<file path="src/rtl/fetch_pkg.sv">
// Shared types and constants for the WISC instruction fetch stage.
package fetch_pkg;

   typedef enum logic [1:0] {
      REQ    = 2'd0,
      WAIT   = 2'd1,
      HALTED = 2'd2
   } fetch_state_t;

   localparam logic [15:0] NOP_INST         = 16'h0800;
   localparam logic [15:0] PC_STEP          = 16'd2;
   localparam logic [15:0] DEFAULT_RESET_PC = 16'h0000;

   typedef struct packed {
      logic [15:0] inst;
      logic [15:0] pc_plus2;
   } fetch_entry_t;

endpackage

</file>
<file path="src/rtl/fetch_if.sv">
// Instruction memory read bus: fetch side is master, memory side is slave.
interface fetch_if;
   logic [15:0] imem_addr;
   logic        imem_rd;
   logic        imem_stall;
   logic        imem_done;
   logic [15:0] imem_data;

   modport master (output imem_addr, imem_rd, input imem_stall, imem_done, imem_data);
   modport slave  (input imem_addr, imem_rd, output imem_stall, imem_done, imem_data);
endinterface

</file>
<file path="src/rtl/fetch_queue.sv">
// In-order instruction queue: DEPTH entries of {inst, pc_plus2}, with flush.
module fetch_queue
   import fetch_pkg::*;
#(
   parameter int DEPTH = 2
) (
   input  logic                     clk,
   input  logic                     rst,
   input  logic                     push,
   input  logic                     pop,
   input  logic                     flush,
   input  fetch_entry_t             push_entry,
   output fetch_entry_t             head,
   output logic                     empty,
   output logic [$clog2(DEPTH):0]   count
);

   localparam int AW = $clog2(DEPTH);

   fetch_entry_t   slots [DEPTH];
   logic [AW-1:0]  rd_ptr;
   logic [AW-1:0]  wr_ptr;

   always_ff @(posedge clk) begin
      if (rst || flush) begin
         rd_ptr <= '0;
         wr_ptr <= '0;
         count  <= '0;
      end else begin
         if (push) wr_ptr <= wr_ptr + 1'b1;
         if (pop)  rd_ptr <= rd_ptr + 1'b1;
         unique case ({push, pop})
            2'b10:   count <= count + 1'b1;
            2'b01:   count <= count - 1'b1;
            default: count <= count;
         endcase
      end
   end

   // NOTE: storage is deliberately not reset; the consumer masks the head while empty.
   always_ff @(posedge clk) begin
      if (push) slots[wr_ptr] <= push_entry;
   end

   assign head  = slots[rd_ptr];
   assign empty = (count == '0);

endmodule

</file>
<file path="src/rtl/fetch_stage.sv">
// WISC fetch stage: PC, request FSM, squash/err tracking and instruction queue.
// Optional FETCH_BYPASS_EN presents an unsquashed response combinationally when the queue is empty.
module fetch_stage
   import fetch_pkg::*;
#(
   parameter int          DEPTH    = 2,
   parameter logic [15:0] RESET_PC = DEFAULT_RESET_PC
) (
   input  logic         clk,
   input  logic         rst,
   fetch_if.master      imem,
   output logic         if_valid,
   output logic [15:0]  if_inst,
   output logic [15:0]  if_pc_plus2,
   input  logic         id_ready,
   input  logic         redirect_valid,
   input  logic [15:0]  redirect_pc,
   input  logic         halt,
   output logic         err
);

   localparam int CW = $clog2(DEPTH) + 1;

   fetch_state_t  state, state_nxt;
   logic [15:0]   pc;
   logic          outstanding;
   logic          squash;

   logic [CW-1:0] q_count;
   logic          q_empty;
   fetch_entry_t  q_head;
   logic          q_push;
   logic          q_pop;

   logic          redirect_take;
   logic          accept_req;
   logic          resp_ok;
   logic          resp_keep;
   logic          bypass_eat;

   assign redirect_take = redirect_valid && (state != HALTED);
   assign accept_req    = imem.imem_rd && !imem.imem_stall;
   assign resp_ok       = imem.imem_done && outstanding;
   assign resp_keep     = resp_ok && !squash && !redirect_take;

`ifdef FETCH_BYPASS_EN
   assign bypass_eat = q_empty && resp_keep && id_ready;
`else
   assign bypass_eat = 1'b0;
`endif

   assign q_push = resp_keep && !bypass_eat;
   assign q_pop  = !q_empty && id_ready;

   always_ff @(posedge clk) begin
      if (rst) state <= REQ;
      else     state <= state_nxt;
   end

   always_comb begin
      state_nxt = state;
      unique case (state)
         REQ:     if (halt) state_nxt = HALTED;
                  else if (accept_req) state_nxt = WAIT;
         WAIT:    if (halt) state_nxt = HALTED;
                  else if (resp_ok) state_nxt = REQ;
         HALTED:  state_nxt = HALTED;
         default: state_nxt = REQ;
      endcase
   end

   // NOTE: every combinational output gets a default first, so no latch can be inferred.
   always_comb begin
      imem.imem_addr = pc;
      imem.imem_rd   = !rst && (state == REQ) && !halt && !redirect_take &&
                       ((32'(q_count) + 32'(outstanding)) < DEPTH);
   end

   // NOTE: sequential state is written with non-blocking assignments only.
   always_ff @(posedge clk) begin
      if (rst) begin
         pc          <= RESET_PC;
         outstanding <= 1'b0;
         squash      <= 1'b0;
         err         <= 1'b0;
      end else begin
         if (redirect_take)   pc <= redirect_pc;
         else if (accept_req) pc <= pc + PC_STEP;

         if (accept_req)   outstanding <= 1'b1;
         else if (resp_ok) outstanding <= 1'b0;

         if (resp_ok)                           squash <= 1'b0;
         else if (redirect_take && outstanding) squash <= 1'b1;

         if ((imem.imem_done && !outstanding) || (redirect_take && redirect_pc[0]))
            err <= 1'b1;
      end
   end

   // An unsquashed response implies pc has only advanced past its request, so pc is addr+2.
   fetch_queue #(.DEPTH(DEPTH)) u_queue (
      .clk        (clk),
      .rst        (rst),
      .push       (q_push),
      .pop        (q_pop),
      .flush      (redirect_take),
      .push_entry ('{inst: imem.imem_data, pc_plus2: pc}),
      .head       (q_head),
      .empty      (q_empty),
      .count      (q_count)
   );

   always_comb begin
      if_valid    = !q_empty;
      if_inst     = q_empty ? NOP_INST : q_head.inst;
      if_pc_plus2 = q_empty ? 16'h0000 : q_head.pc_plus2;
`ifdef FETCH_BYPASS_EN
      if (q_empty && resp_keep) begin
         if_valid    = 1'b1;
         if_inst     = imem.imem_data;
         if_pc_plus2 = pc;
      end
`endif
   end

endmodule

</file>
<file path="src/flat_wrapper.sv">
// flat-port wrapper written by rule: the top's interface ports become plain ports
module fetch_stage_flat import fetch_pkg::*;
#(
   parameter int          DEPTH    = 2,
   parameter logic [15:0] RESET_PC = DEFAULT_RESET_PC
)
  (clk, rst, if_valid, if_inst, if_pc_plus2, id_ready, redirect_valid, redirect_pc, halt, err, imem_imem_addr, imem_imem_rd, imem_imem_stall, imem_imem_done, imem_imem_data);
  fetch_if imem_i ();
  input  logic clk;
  input  logic rst;
  output logic if_valid;
  output logic [15:0] if_inst;
  output logic [15:0] if_pc_plus2;
  input  logic id_ready;
  input  logic redirect_valid;
  input  logic [15:0] redirect_pc;
  input  logic halt;
  output logic err;
  output wire logic [$bits(imem_i.imem_addr)-1:0] imem_imem_addr;
  output wire logic [$bits(imem_i.imem_rd)-1:0] imem_imem_rd;
  input wire logic [$bits(imem_i.imem_stall)-1:0] imem_imem_stall;
  input wire logic [$bits(imem_i.imem_done)-1:0] imem_imem_done;
  input wire logic [$bits(imem_i.imem_data)-1:0] imem_imem_data;
  assign imem_imem_addr = imem_i.imem_addr;
  assign imem_imem_rd = imem_i.imem_rd;
  assign imem_i.imem_stall = imem_imem_stall;
  assign imem_i.imem_done = imem_imem_done;
  assign imem_i.imem_data = imem_imem_data;
  fetch_stage #(.DEPTH(DEPTH), .RESET_PC(RESET_PC)) u_core (.clk(clk), .rst(rst), .imem(imem_i), .if_valid(if_valid), .if_inst(if_inst), .if_pc_plus2(if_pc_plus2), .id_ready(id_ready), .redirect_valid(redirect_valid), .redirect_pc(redirect_pc), .halt(halt), .err(err));
endmodule
</file>
<file path="config.mk">
export PLATFORM = sky130hd
export DESIGN_NAME = fetch_stage_flat
export DESIGN_NICKNAME = d
export VERILOG_FILES = /design/src/rtl/fetch_pkg.sv /design/src/rtl/fetch_if.sv /design/src/rtl/fetch_queue.sv /design/src/rtl/fetch_stage.sv /design/src/flat_wrapper.sv
export SDC_FILE = /design/constraint.sdc
export NUM_CORES = 1
export LEC_CHECK = 0
export BUFFER_PORTS_ARGS = -buffer_cell sky130_fd_sc_hd__buf_2
export CAP_MARGIN = 5
export CORE_ASPECT_RATIO = 1.25
export CORE_MARGIN = 1.5
export CORE_UTILIZATION = 30
export CTS_CLUSTER_DIAMETER = 200
export DETAILED_ROUTE_END_ITERATION = 6
export GPL_TIMING_DRIVEN = 0
export SLEW_MARGIN = 20
export SYNTH_ARGS = -nofsm -noshare
export SYNTH_HDL_FRONTEND = slang
export SYNTH_SLANG_ARGS = --single-unit
</file>
<file path="constraint.sdc">
create_clock -name clk -period 3.3 [get_ports clk]
set_clock_uncertainty 0.2 [all_clocks]
set_input_delay 0.33 -clock clk [delete_from_list [all_inputs] [get_ports clk]]
set_output_delay 0.33 -clock clk [all_outputs]
set_load 0.1 [all_outputs]
</file>
==> results of run 1 <==
-- report_power, final --
group | switching [W] | internal (W)
clock | 0.000413 | 0.000655
sequential | 0.0000393 | 0.00124
combinational | 0.000244 | 0.0000765
-- what timing repair did --
item | 4_1_cts | 5_1_grt
gates resized for setup | 0 | 0
buffers inserted | 0 | 0
endpoints found under the hold margin | 32 | 0
hold buffers | 16 | 0
-- worst max-delay path: cells and delay by family, from the launching register on --
family	cells	cell delay, ns
buffers and inverters	3	1.34
flip-flops	1	0.30
multiplexers	1	0.16
AND/OR/NAND/NOR	1	0.13
-- stage by stage --
step | setup TNS, ns | utilization [%] | power [W]
floorplan | 0 | - | 0.00153
global placement | -24.54 | 36.1 | 0.00161
detailed placement | 0 | 36.5 | 0.00161
CTS | 0 | 40.4 | 0.00270
global route | 0 | 40.4 | 0.00276
finish | 0 | 40.4 | 0.00267
-- synth_stat cells --
master	number
a211oi_1	7
nor3_1	7
or3_1	6
o31ai_1	4
a2111oi_0	1
nor2_1	51
mux2i_1	32
a311oi_1	9
xor2_1	3
nand3_1	7
a2111o_1	1
edfxtp_1	64
or4_4	1
xnor2_1	6
and2_1	3
nand2b_1	3
nand2_1	15
inv_1	4
and4_1	3
nand3b_1	1
a21oi_1	8
nor4_2	1
o21ai_0	4
clkbuf_1	12
ha_1	2
nor4_1	2
nand4_1	4
or4_1	4
dfxtp_1	26
a21o_1	1
buf_1	3
-- area by class of cell --
cell class	instances	share of cell area (%)
Inverter	4	0.307
Clock buffer	11	5.39
Sequential cell	90	49.9
Timing Repair Buffer	106	13.0
Multi-Input combinational cell	186	24.9
Tap cell	164	4.19
Clock inverter	5	1.20
Buffer	15	1.15
-- flip-flops by register name, indices dropped and copies added, names as in the netlist, named ones only --
register / count
u_core.err: 1
u_core.u_queue.count: 2
u_core.outstanding: 1
u_core.u_queue.wr_ptr: 1
u_core.state: 2
u_core.imem.imem_addr: 16
u_core.u_queue.slots: 64
u_core.u_queue.rd_ptr: 1
u_core.squash: 1
-- cells in the final DEF (no fill, tap or decap), types with 2 or more instances in the layout --
cell type | Yosys | routed
clkbuf_1 | 12 | 12
a211oi_1 | 7 | 7
nand2_1 | 15 | 15
nand3_1 | 7 | 7
buf_1 | 3 | 3
xnor2_1 | 6 | 6
o31ai_1 | 4 | 4
dlygate4sd3_1 | 0 | 16
clkbuf_16 | 0 | 10
and2_1 | 3 | 2
nand4_1 | 4 | 4
nand2b_1 | 3 | 3
edfxtp_1 | 64 | 64
or3_1 | 6 | 6
ha_1 | 2 | 2
buf_2 | 0 | 88
dfxtp_1 | 26 | 26
a311oi_1 | 9 | 9
clkinv_4 | 0 | 2
nor2_1 | 51 | 50
xor2_1 | 3 | 3
inv_1 | 4 | 4
or4_1 | 4 | 4
nor3_1 | 7 | 7
and4_1 | 3 | 3
a21oi_1 | 8 | 8
nor4_1 | 2 | 2
o21ai_0 | 4 | 4
mux2i_1 | 32 | 32
-- path summary, 6_finish.rpt --
path                                                from                         end  slack (ns)  depth (start not counted)
worst min-delay path                      imem_imem_done               u_core.squash        0.02                          2
worst max register to register        u_core.outstanding  u_core.u_queue.slots[0][8]        0.64                          5
worst max-delay path                           flip-flop              if_pc_plus2[7]        0.50                          5
worst min register to register  u_core.imem.imem_addr[0]    u_core.imem.imem_addr[0]        0.31                          2
-- layer usage --
metal	up-vias	track usage, %	share of wire [%]
met4	0	5.80	1.5
met5	-	0	0
li1	1339	-	-
met1	1268	16.2	43
met2	68	24.9	51
met3	10	2.46	3.9
-- kinds of logic after synthesis --
| family | synth area share [%] |
|---|---|
| multiplexers | 8.65 |
| AND/OR/NAND/NOR | 14.0 |
| flip-flops | 65.9 |
| adder cells (fa/ha/maj) | 0.675 |
| buffers and inverters | 1.92 |
| AO/OA/AOI/OAI | 6.72 |
| XOR/XNOR | 2.13 |
==> summary.txt, run 1 <==
Outcome
  • Outcome: completed

Logic synthesis
  • Yosys cell types: 31
  • Flop and latch count out of synthesis: 90
  • Post-synth top area share: roughly 52%
  • Mapped Cells: 295
  • Synth Cell Area: 0.00370 mm²
  • Largest area contributor in the netlist: edfxtp_1
  • Syn nets: around 340
  • Ys Warns: 0
  • Syn Area/Cell: 12.6 µm²
  • Top cells by area, synth: edfxtp_1, dfxtp_1, mux2i_1
  • Seq/Total Area, Yosys: approximately two thirds

Worst setup path
  • CP Capture Type: output port
  • CP max FO: 10
  • Startpoint Class: flip-flop
  • Delay of the slowest critical-path stage: 0.62 ns
  • Worst path required time: approximately 2.8 ns
  • Worst path cell trace: clkbuf_1, buf_1, mux2i_1, nor2_1, buf_2
  • Crit path max-delay cell type: buf_1
  • Setup CP Type: flip-flop to output port
  • CP Data Arrival Time: 2.27 ns

Global route
  • Total congestion overflow: 0
  • Total GRT Usage: 13.9%
  • First-pass GRT wire length: 13800 µm
  • Largest net degree at the start of global routing: 26
  • Number of global-route vias before repair: 2799
  • Initial antenna violation count: 0

Floorplan
  • Die ar.: 0.0130 mm²
  • Core ar.: about 0.012 mm²
  • Core Rows: 45
  • Initial Utilization: 30.6%
  • I/O pins: 90
  • Die H: around 130 µm
  • Die Width: roughly 100 µm

Place
  • DP Worst Slack: 0.674 ns
  • Final GP Congestion: 0.845
  • Placed insts: 549
  • DP Wirelength: approximately 6300 µm
  • Post-DP Area: 0.00441 mm²
  • PortBufs: 88

Detailed routing
  • Vias per inst: 4.62
  • Total detailed-routing wirelength: about 8700 µm
  • Residual DRC: 0
  • Routed WL per cell: 15.0 µm
  • TritonRoute pass-1 iters: 4
  • Initial DRC count: 65
  • ANT nets after route: 0
  • Vias: roughly 2700

Clocking
  • CTS sink cnt: 90
  • Root buffer cell: clkbuf_16
  • Clock transition at path regs: 0.06 ns
  • Clock buffer depth: 2
  • CTS tree: yes
  • Worst skew pair latency: 0.33 ns
  • TritonCTS buffer count: 9
  • H-tree lvl count: 3

Pwr
  • Power Dens Cells: 545 mW/mm²
  • Leakage: 1.76 nW
  • Maximum vdd drop: approximately 0.3 mV

Finish
  • Fin area: between 0.004 and 0.005 mm²
  • Fill cell count: 1177
  • Nets: 453
  • Layout cell share with drive strength beyond 1: 26.6%
  • Post-Layout Cell Count: 581
  • ANT cells: 0
  • Synth-to-Final Area Change: 32.2%
  • Register area: 0.00244 mm²
  • Multi-input gate area: 0.00122 mm²

STA
  • Fmax: 357 MHz
  • Final Max Tran Viols: 0
  • Setup slack after layout: around 0.50 ns
  • Relative slew slack: 49.4%
  • RSZ-0062 raised after global routing: false
  • Tcrit/Tclk final: 84.9%
  • Final setup violation count: 0
  • Final Hold Slack: 0.0151 ns
  • Final hold violation count: 0
  • Tmin final: 2.80 ns
  • Worst-Margin Slew: ~0.76 ns

Min path
  • Min-Delay Path Class: input pin to flip-flop

Run
  • Max Cap Violations: 0
No activity file was read; power rests on OpenSTA's default activity.
==> run 2: changes to the inputs <==
Clock period 3.3 ns to 2.9 ns, I/O delays scaled along.
==> run 2 against run 1 <==
Against the previous run: sequential power is 13% higher; worst hold slack better by 0.025 ns; combinational power is 15% higher; via count is 1.1% higher; largest cell class unchanged; largest power group unchanged.
==> summary.txt, run 2 (synthesis gave the netlist of run 1 again) <==
STA
  • Fmax: 381 MHz
  • Final setup violation count: 0
  • Tcrit/Tclk final: about 91%
  • Setup TNS: 0 ns
  • Relative slew slack: 61.3%
  • Final Max Tran Viols: 0
  • Tmin final: approximately 2.6 ns
  • RSZ-0062 raised after global routing: false
  • Final hold violation count: 0
  • Worst-Margin Slew: 0.579 ns

Worst setup path
  • Worst reg2reg setup slack: 0.56 ns
  • Worst Reg-to-Reg Cells: 4
  • FF-to-FF End: u_core.imem.imem_addr[10]
  • RR Startpoint: u_core.u_queue.count[1]
  • Worst path required time: 2.41 ns
  • Setup crit end: imem_imem_rd
  • CP max FO: 10
  • Setup CP Type: flip-flop to output port
  • Crit. Startpoint: u_core.state[1]
  • Startpoint Class: flip-flop
  • CP Data Arrival Time: 2.14 ns
  • CP Capture Type: output port

Clocking
  • CTS tree: yes
  • Clock buffer depth: 2
  • Clock transition at path regs: around 0.070 ns
  • H-tree lvl count: 3
  • Root buffer cell: clkbuf_16
  • CTS sink cnt: 90
  • TritonCTS buffer count: 9
  • Worst skew pair latency: between 0.3 and 0.4 ns
  • Setup Fix Bufs, Post-CTS: 0

Global route
  • First-pass GRT wire length: between 10000 and 15000 µm
  • Total congestion overflow: 0
  • Total GRT Usage: ~14%
  • GR Util met3: 3.72%
  • GRT met2 Usage: 24.9%
  • GR peak layer: met2
  • Number of global-route vias before repair: 2782
  • Largest net degree at the start of global routing: 26
  • Met1 Usage GRT: 16.4%
  • Initial antenna violation count: 0

Floorplan
  • Core ar.: 0.0121 mm²
  • Core Rows: 45
  • Initial Utilization: 30.6%
  • Die H: 127 µm
  • Die ar.: 0.0130 mm²
  • Die Width: just over 100 µm
  • I/O pins: 90

Finish
  • ANT cells: 0
  • Layout cell share with drive strength beyond 1: 27.2%
  • Register area: approximately 0.0024 mm²
  • Synth-to-Final Area Change: 33.4%
  • Commonest non-fill, non-tap cell in the layout: buf_2
  • Fin util: roughly 41%
  • Fill cell count: approximately 1200
  • Max FFs per register: 64
  • Fin area: 0.00494 mm²
  • Commonest non-fill, non-tap cells in the layout: buf_2, edfxtp_1, nor2_1
  • Register name with the most flops: u_core.u_queue.slots
  • Multi-input gate area: around 0.0012 mm²
  • Nets: 455

Pwr
  • Psw: between 0.0008 and 0.0009 W
  • Sw Ratio: around a quarter
  • Power Dens Cells: roughly 630 mW/mm²
  • Pint: 0.00228 W
  • Combinational group share of total power: approximately an eighth
  • Reg power frac: a little under half
  • Leakage: 1.78 nW
  • Maximum vdd drop: 0.255 mV
  • Clock network power share: roughly two fifths

Place
  • Post-DP Area: ~0.0044 mm²
  • DP Wirelength: 6360 µm
  • PortBufs: just under 90
  • Final GP Congestion: 0.799

Run
  • Max Cap Violations: 0

Detailed routing
  • Total detailed-routing wirelength: a little under 9000 µm
  • Initial DRC count: 69
  • ANT nets after route: 0
  • Residual DRC: 0
  • Vias: 2715
  • TritonRoute pass-1 iters: 4
  • Vias per inst: 4.66
  • Routed WL per cell: ~15 µm

Outcome
  • Outcome: completed

Min path
  • Min-Delay Path Class: input pin to flip-flop
-- run 2: repair_timing --
| action | in CTS | in global routing |
|---|---|---|
| setup endpoints to repair | 0 | 29 |
| hold endpoints to repair | 34 | 0 |
| hold buffers | 18 | 0 |
| gates resized for setup | 0 | 3 |
-- run 2: layout make-up --
cell class              instances  area share, %
flip-flops and latches         90           49.4
multi-input cells             186           24.7
repair buffers                108           13.4
clock buffers                  11           5.57
well taps                     164           4.15
clock inverters                 5           1.29
plain buffers                  15           1.22
inverters                       4          0.304
-- run 2: how the worst min path moves through the flow --
stage / endpoint / depth (start not counted) / start / slack, ns
6_report: u_core.imem.imem_addr[14] / 3 / redirect_pc[14] / 0.04
5_1_grt: u_core.imem.imem_addr[14] / 3 / redirect_pc[14] / 0.04
4_1_cts: u_core.imem.imem_addr[14] / 3 / redirect_pc[14] / 0.03
3_5_place_dp: u_core.u_queue.slots[0][19] / 1 / imem_imem_data[3] / 0.28
3_3_place_gp: u_core.u_queue.slots[1][17] / 1 / imem_imem_data[1] / 0.28
2_1_floorplan: u_core.u_queue.slots[0][16] / 0 / imem_imem_data[0] / 0.19
-- run 2: worst max-delay path: stages, from the launching register on --
cell	delay, ns
dfxtp_1	0.41
nand2b_1	0.13
and2_1	0.19
clkbuf_1	0.25
a2111oi_4	0.33
buf_2	0.48
-- run 2: metal layers --
layer	share of wire, %	wire, µm
met1	43	3760
met2	51	4470
met3	4.8	421
met4	1.6	144
met5	0	0
-- run 2: per-stage QoR --
step / total power, W / hold WS, ns / worst slack [ns] / std cells
floorplan: 0.00174 / 0.189 / 0.0524 / 295
global placement: 0.00183 / 0.280 / -0.232 / 547
detailed placement: 0.00184 / 0.285 / 0.428 / 549
CTS: 0.00312 / 0.0326 / 0.0513 / 583
global route: 0.00321 / 0.0395 / 0.0951 / 583
finish: 0.00310 / 0.0403 / 0.272 / 583
-- run 2: power groups by stage --
stage	Combinational, W	Sequential, W	Clock (W)
6_report	0.000369	0.00145	0.00127
5_1_grt	0.000392	0.00146	0.00136
3_5_place_dp	0.000352	0.00148	0
3_3_place_gp	0.000347	0.00148	0
2_1_floorplan	0.000120	0.00162	0
4_1_cts	0.000372	0.00146	0.00130
